**src/rtl/mem_ctrl.sv**
```systemverilog
// mem_ctrl: arbitrates instruction-fetch and data requests onto a single
// word-addressed RAM port, with a per-access wait timeout and misaligned-fetch
// rejection. All outputs except stall_req are registered.
module mem_ctrl #(
  parameter int unsigned TIMEOUT  = 16,
  parameter logic [31:0] NOP_INST = 32'h0000_0013
) (
  input  logic        clk,
  input  logic        rst,
  // instruction fetch port
  input  logic        if_req,
  input  logic [31:0] if_addr,
  output logic [31:0] if_inst,
  output logic        if_done,
  output logic        if_err,
  // data port
  input  logic        mem_req,
  input  logic        mem_we,
  input  logic [31:0] mem_addr,
  input  logic [31:0] mem_wdata,
  input  logic [3:0]  mem_sel,
  output logic [31:0] mem_rdata,
  output logic        mem_done,
  output logic        mem_err,
  // RAM port
  output logic        ram_ce,
  output logic        ram_we,
  output logic [29:0] ram_addr,
  output logic [31:0] ram_wdata,
  output logic [3:0]  ram_sel,
  input  logic [31:0] ram_rdata,
  input  logic        ram_ack,
  // pipeline
  output logic        stall_req
);

  localparam int unsigned WAIT_W = 5;

  localparam logic [1:0] IDLE     = 2'd0;
  localparam logic [1:0] IF_BUSY  = 2'd1;
  localparam logic [1:0] MEM_BUSY = 2'd2;

  localparam logic GRANT_IF  = 1'b0;
  localparam logic GRANT_MEM = 1'b1;

  localparam logic [WAIT_W-1:0] WAIT_MAX = WAIT_W'(TIMEOUT);

  logic [1:0]        state,      state_n;
  logic              last_grant, last_grant_n;
  logic [WAIT_W-1:0] wait_cnt,   wait_cnt_n;
  logic [31:0]       addr_q,     addr_n;
  logic              ram_ce_n,   ram_we_n;
  logic [31:0]       ram_wdata_n;
  logic [3:0]        ram_sel_n;
  logic [31:0]       if_inst_n,  mem_rdata_n;
  logic              if_done_n,  if_err_n;
  logic              mem_done_n, mem_err_n;

  logic              if_ok, mem_ok, grant_mem, grant_if;
  logic [WAIT_W-1:0] wait_inc;
  logic              wait_expired;

  // Eligibility excludes a requester whose done pulse is still showing
  assign if_ok        = if_req  & ~if_done;
  assign mem_ok       = mem_req & ~mem_done;
  assign grant_mem    = mem_ok & (~if_ok | (last_grant == GRANT_IF));
  assign grant_if     = if_ok & ~grant_mem;
  assign wait_inc     = wait_cnt + WAIT_W'(1);
  assign wait_expired = (wait_inc == WAIT_MAX);

  // RAM word address comes straight from the registered byte address
  assign ram_addr  = addr_q[31:2];

  // Stall while any request is outstanding and not completing this cycle
  assign stall_req = (if_req & ~if_done) | (mem_req & ~mem_done);

  // Next-state and next-output logic
  always_comb begin
    state_n      = state;
    last_grant_n = last_grant;
    wait_cnt_n   = wait_cnt;
    addr_n       = addr_q;
    ram_ce_n     = ram_ce;
    ram_we_n     = ram_we;
    ram_wdata_n  = ram_wdata;
    ram_sel_n    = ram_sel;
    if_inst_n    = if_inst;
    mem_rdata_n  = mem_rdata;
    if_done_n    = 1'b0;
    if_err_n     = 1'b0;
    mem_done_n   = 1'b0;
    mem_err_n    = 1'b0;

    case (state)
      IDLE: begin
        if (grant_mem) begin
          state_n      = MEM_BUSY;
          last_grant_n = GRANT_MEM;
          wait_cnt_n   = '0;
          addr_n       = mem_addr;
          ram_ce_n     = 1'b1;
          ram_we_n     = mem_we;
          ram_wdata_n  = mem_wdata;
          ram_sel_n    = mem_sel;
        end else if (grant_if) begin
          state_n      = IF_BUSY;
          last_grant_n = GRANT_IF;
          wait_cnt_n   = '0;
          addr_n       = if_addr;
          // a misaligned fetch never touches the RAM
          ram_ce_n     = (if_addr[1:0] == 2'b00);
          ram_we_n     = 1'b0;
          ram_sel_n    = 4'b1111;
        end
      end

      IF_BUSY: begin
        if (addr_q[1:0] != 2'b00) begin
          state_n   = IDLE;
          ram_ce_n  = 1'b0;
          if_done_n = 1'b1;
          if_err_n  = 1'b1;
          if_inst_n = NOP_INST;
        end else if (ram_ack) begin
          state_n   = IDLE;
          ram_ce_n  = 1'b0;
          if_done_n = 1'b1;
          if_inst_n = {ram_rdata[7:0], ram_rdata[15:8],
                       ram_rdata[23:16], ram_rdata[31:24]};
        end else if (wait_expired) begin
          state_n    = IDLE;
          ram_ce_n   = 1'b0;
          wait_cnt_n = wait_inc;
          if_done_n  = 1'b1;
          if_err_n   = 1'b1;
          if_inst_n  = NOP_INST;
        end else begin
          wait_cnt_n = wait_inc;
        end
      end

      MEM_BUSY: begin
        if (ram_ack) begin
          state_n    = IDLE;
          ram_ce_n   = 1'b0;
          ram_we_n   = 1'b0;
          mem_done_n = 1'b1;
          if (!ram_we) begin
            mem_rdata_n = ram_rdata;
          end
        end else if (wait_expired) begin
          state_n    = IDLE;
          ram_ce_n   = 1'b0;
          ram_we_n   = 1'b0;
          wait_cnt_n = wait_inc;
          mem_done_n = 1'b1;
          mem_err_n  = 1'b1;
        end else begin
          wait_cnt_n = wait_inc;
        end
      end

      default: begin
        state_n  = IDLE;
        ram_ce_n = 1'b0;
        ram_we_n = 1'b0;
      end
    endcase
  end

  // State and registered outputs; reset aborts any access without a done pulse
  always_ff @(posedge clk or posedge rst) begin
    if (rst) begin
      state      <= IDLE;
      last_grant <= GRANT_IF;
      wait_cnt   <= '0;
      addr_q     <= '0;
      ram_ce     <= 1'b0;
      ram_we     <= 1'b0;
      ram_wdata  <= '0;
      ram_sel    <= '0;
      if_inst    <= NOP_INST;
      mem_rdata  <= '0;
      if_done    <= 1'b0;
      if_err     <= 1'b0;
      mem_done   <= 1'b0;
      mem_err    <= 1'b0;
    end else begin
      state      <= state_n;
      last_grant <= last_grant_n;
      wait_cnt   <= wait_cnt_n;
      addr_q     <= addr_n;
      ram_ce     <= ram_ce_n;
      ram_we     <= ram_we_n;
      ram_wdata  <= ram_wdata_n;
      ram_sel    <= ram_sel_n;
      if_inst    <= if_inst_n;
      mem_rdata  <= mem_rdata_n;
      if_done    <= if_done_n;
      if_err     <= if_err_n;
      mem_done   <= mem_done_n;
      mem_err    <= mem_err_n;
    end
  end

endmodule

```
**config.mk**
```make
export PLATFORM = sky130hd
export DESIGN_NAME = mem_ctrl
export DESIGN_NICKNAME = d
export VERILOG_FILES = /design/src/rtl/mem_ctrl.sv
export SDC_FILE = /design/constraint.sdc
export NUM_CORES = 1
export LEC_CHECK = 0
export ABC_AREA = 1
export CORE_ASPECT_RATIO = 0.7
export CORE_UTILIZATION = 43
export CTS_BUF_LIST = sky130_fd_sc_hd__clkbuf_16
export CTS_CLUSTER_SIZE = 8
export DETAILED_ROUTE_END_ITERATION = 6
export PLACE_DENSITY_LB_ADDON = 0.12
export SLEW_MARGIN = 20
export SYNTH_ARGS = -nofsm -noshare
export SYNTH_HDL_FRONTEND = slang
export SYNTH_SLANG_ARGS = --single-unit
```
**constraint.sdc**
```tcl
create_clock -name clk -period 6.2 [get_ports clk]
set_clock_uncertainty 0.05 [all_clocks]
set_input_delay 1.24 -clock clk [delete_from_list [all_inputs] [get_ports clk]]
set_output_delay 1.24 -clock clk [all_outputs]
set_load 0.01 [all_outputs]
```
# Word-level counts from Yosys, hierarchy flattened
# Cells that the tools add are included.
[op_classes]
bitwise = 13
add_sub_neg = 1
muxes = 39
reduce_logical = 12
n_eq_ne = 6
[ops]
columns = ["operator", "count"]
rows = [
  ["32-bit 2-to-1 mux", 5],
  ["5-bit 2-to-1 mux", 4],
  ["1-bit 2-to-1 mux", 19],
  ["5-bit case mux with 3 select lines", 1],
  ["2-bit 2-to-1 mux", 5],
  ["3-bit AND reduction", 3],
  ["4-bit 2-to-1 mux", 2],
  ["1-bit inverter", 7],
  ["3-bit != test, second input constant", 2],
  ["1-bit case mux with 3 select lines", 2],
  ["2-bit case mux with 3 select lines", 1],
  ["2-bit AND reduction", 3],
  ["3-bit nonzero test", 2],
  ["5-bit by 1-bit adder with 5-bit output, second input constant", 1],
  ["5-bit == test, second input constant", 1],
  ["1-bit bitwise AND", 4],
  ["2-bit zero test", 2],
  ["2-bit nonzero test", 2],
  ["2-bit by 1-bit == test with 1-bit output, second input constant", 1],
  ["2-bit == test, second input constant", 1],
  ["2-bit != test, second input constant", 1],
  ["1-bit bitwise OR", 2],
]
[word_totals]
ff_bits = 146
in_bits = 138
elab_cells = 85
out_inout_bits = 137

# Depth between registers and ports, before layout
[logic_depth]
ltp_word = 10
ltp_mapped = 11
mapped_depth_nobuf = 11

# Worst setup path after synthesis
# OpenSTA, ideal clock, no wires.
[synth_timing]
path_type = "input to output"
start = "input mem_req"
end = "output stall_req"
arrival_ns = 1.636
slack_ns = 3.274
t_required_ns = 4.910
stages = 4
n_path_buf = 0
cell_sequence = "inv_1 > nor2_1 > nand2_2 > nand2_2"
[synth_between]
elab_chain_cells = 2
[synth_rtl]
columns = ["item", "line", "text"]
rows = [
  ["start: declaration", "17", "input logic mem_req,"],
  ["1-bit bitwise AND", "75", "assign stall_req = (if_req & ~if_done) | (mem_req & ~mem_done);"],
  ["1-bit bitwise OR", "75", ""],
  ["end: declaration", "34", "output logic stall_req"],
]
# Every way passes these cells.

# Worst setup path after layout
# Ends and elaborated chain as after synthesis.

==> results.py <==
metrics = {
    "critical_path": {
        "crit_path_top_delay_cell": "clkdlybuf4s50_1",
        "criticalPathCategory": "input port to output port",
        "critPathTopFamily": "buffers and inverters",
        "critical_path_required_ps": 4910,
        "cp_max_fo": 36,
        "worst_ep_arrival_time_ps": 3220,
        "crit_chain": "clkdlybuf4s50_1 -> inv_1 -> nor2_1 -> nand2_2 -> nand2_2 -> clkdlybuf4s50_1",
        "crit_buf_inv": 3,
        "cp_slowest_stage_delay_ps": 610,
        "worst_setup_path_end_kind": "output port",
        "startpoint_type": "input port",
    },
    "final_layout": {
        "nets": 1064,
        "layout_common_cells": "clkdlybuf4s50_1, nand2_1, dfrtp_1",
        "synthToLayoutAreaGrowth_pct": 51.3,
        "n_antenna_cell": 0,
        "final_common_cell": "clkdlybuf4s50_1",
        "drive_gt1_share_pct": 8.25,
    },
    "run": {
        "maxCapViolations": 0,
    },
    "sta": {
        "min_period_ps": 4510,
        "setup_violations": 0,
        "period_share_pct": 72.7,
        "maxSlewViolCount": 0,
        "hold_viol": 0,
        "grt_setup_unrepaired": "no",
        "max_slew_margin_pct": 28.7,
        "max_slew.worst_pin.slew_ps": 1070,
        "tns_ps": 0,
        "max_freq_ghz": 0.222,
    },
    "routing": {
        "vias": 5618,
        "drt-wirelength-per-cell_um": 16.4,
        "postRouteAntennaNets": 0,
        "first_pass_iters": 4,
        "drtIter0Drc": 305,
        "drcViolationCount": 0,
        "routed_via_density": 5.00,
        "wl_um": 18400,
    },
    "clock_tree": {
        "clk_pin_slew_worst_paths_ps": 60,
        "cts-root-buf": "clkbuf_16",
        "cts_hold_buf": 0,
        "h-tree-depth": 4,
        "numCtsBuffers": 17,
        "postCtsSetupRepairBufs": 0,
        "cts_resized": 0,
        "clkLatencyLatePin_ps": 410,
        "cts_tree": "yes",
        "cts.sinks": 146,
        "clk_path_buf_depth": 2,
    },
    "floorplan": {
        "die_height_um": 104,
        "core_region_area_mm2": 0.0142,
        "initial_utilization_pct": 45.1,
        "die_x_um": 148,
        "dieArea_mm2": 0.0154,
        "num_rows": 36,
        "io-pin-count": 275,
    },
    "synth": {
        "seq_area_frac_synth_pct": 57.0,
        "synth-seq-cells": 146,
        "yosysUniqueCellTypes": 29,
        "synthCells": 689,
        "syn_nets": 833,
        "synth.cell_area_mm2": 0.00641,
        "avgSynthCellArea_um2": 9.31,
        "yosysWarnings": 0,
    },
    "global_route": {
        "grt-ovfl-total": 0,
        "antenna_found_initial": 0,
        "grt_first_pass_wirelength_um": 29300,
        "grt_max_degree": 95,
        "grt_pass1_vias": 5845,
        "grt.total_usage_pct": 24.2,
    },
    "place": {
        "io_buffers": 274,
        "hpwl_um": 12700,
        "gp_congestion": 0.818,
    },
    "power_and_ir_drop": {
        "power_switching_mw": 1.81,
        "internal_power_mw": 3.36,
        "power_frac_clock_pct": 23.5,
        "combinationalPowerShare_pct": 43.9,
        "powerDensity_mw_per_mm2": 532,
        "p_leak_nw": 4.48,
        "p_seq_share_pct": 32.6,
        "ir_drop_v": 0.000276,
        "finalPower_mw": 5.16,
        "swShare_pct": 35.0,
    },
    "worst_hold_path": {
        "hp-class": "register to register",
    },
    "outcome": {
        "outcome": "finished clean",
    },
}
==> per-stage QoR <==
stage                     hold slack, ps  instances  setup WS (ps)  instance area, um2  util, %
after floorplan                      393        689            992                6410        -
after global placement               402       1091           1740                9000     63.3
after detailed placement             404       1091           1680                9000     63.3
after CTS                            417       1123           1680                9710     68.2
after global routing                 442       1123           1530                9710     68.2
final                                414       1123           1690                9710     68.2
==> routing by layer <==
layer	GRT usage, %	share of wire, %
met1	29.6	42
met2	39.0	47
met3	8.07	7.9
met4	10.0	2.9
met5	0	0
==> cell families after synthesis <==
group / synth area share [%]
flops: 57.0
compound gates: 6.20
mux: 5.09
buf+inv: 8.21
fa+ha+maj: 1.17
simple gates: 22.3
==> worst min-delay path: stages (launching register included) <==
cell and delay, ps:
dfstp_2 360, nand2_1 50, nand2_1 50
==> final cells by class <==
cell class | instances | area [um2]
Clock inverter | 15 | 278
Inverter | 26 | 105
Fill cell | 1106 | 4530
Timing Repair Buffer | 278 | 2770
Tap cell | 190 | 238
Sequential cell | 146 | 3660
Clock buffer | 17 | 425
Multi-Input combinational cell | 451 | 2230
==> sequential cells by signal (all words and copies together) (netlist names) <==
signal	cells
mem_done	1
addr_q	32
ram_sel	4
ram_ce	1
if_inst	32
wait_cnt	5
mem_err	1
last_grant	1
if_done	1
ram_we	1
ram_wdata	32
mem_rdata	32
if_err	1
state	2
==> path summary, 6_finish.rpt <==
check | startpoint | to | cells past startpoint | slack, ps
worst max-delay path | mem_req | stall_req | 6 | 1690
worst min-delay path | if_inst[4] | if_inst[4] | 2 | 410
worst max register to register | mem_done | ram_sel[1] | 5 | 3440
worst min register to register | if_inst[4] | if_inst[4] | 2 | 410
max in group asynchronous | rst | ram_wdata[8] | 3 | 3540
min in group asynchronous | rst | mem_rdata[19] | 2 | 1300
==> synth_stat cells, drive strengths merged <==
cell type,number,area [um2]
dfstp,3,78.8
o21ai,5,25.0
mux2,29,327
inv,26,100
o22a,4,35.0
dfrtp,143,3580
nand3,17,103
o21bai,1,7.51
nand4,31,194
buf,50,367
ha,6,75.1
o211ai,2,15.0
or2,1,6.26
nor2,46,183
a21oi,63,315
clkbuf,16,60.1
nand2,246,946
==> power groups by stage <==
| stage | registers [mW] | logic [mW] | clock network (mW) |
|---|---|---|---|
| 4_1_cts | 1.68 | 2.29 | 1.23 |
| 5_1_grt | 1.73 | 2.46 | 1.28 |
| 2_1_floorplan | 1.81 | 1.07 | 0 |
| 3_3_place_gp | 1.66 | 2.22 | 0 |
| 6_report | 1.68 | 2.27 | 1.21 |
| 3_5_place_dp | 1.69 | 2.27 | 0 |
(Power assumes the default switching activity.)
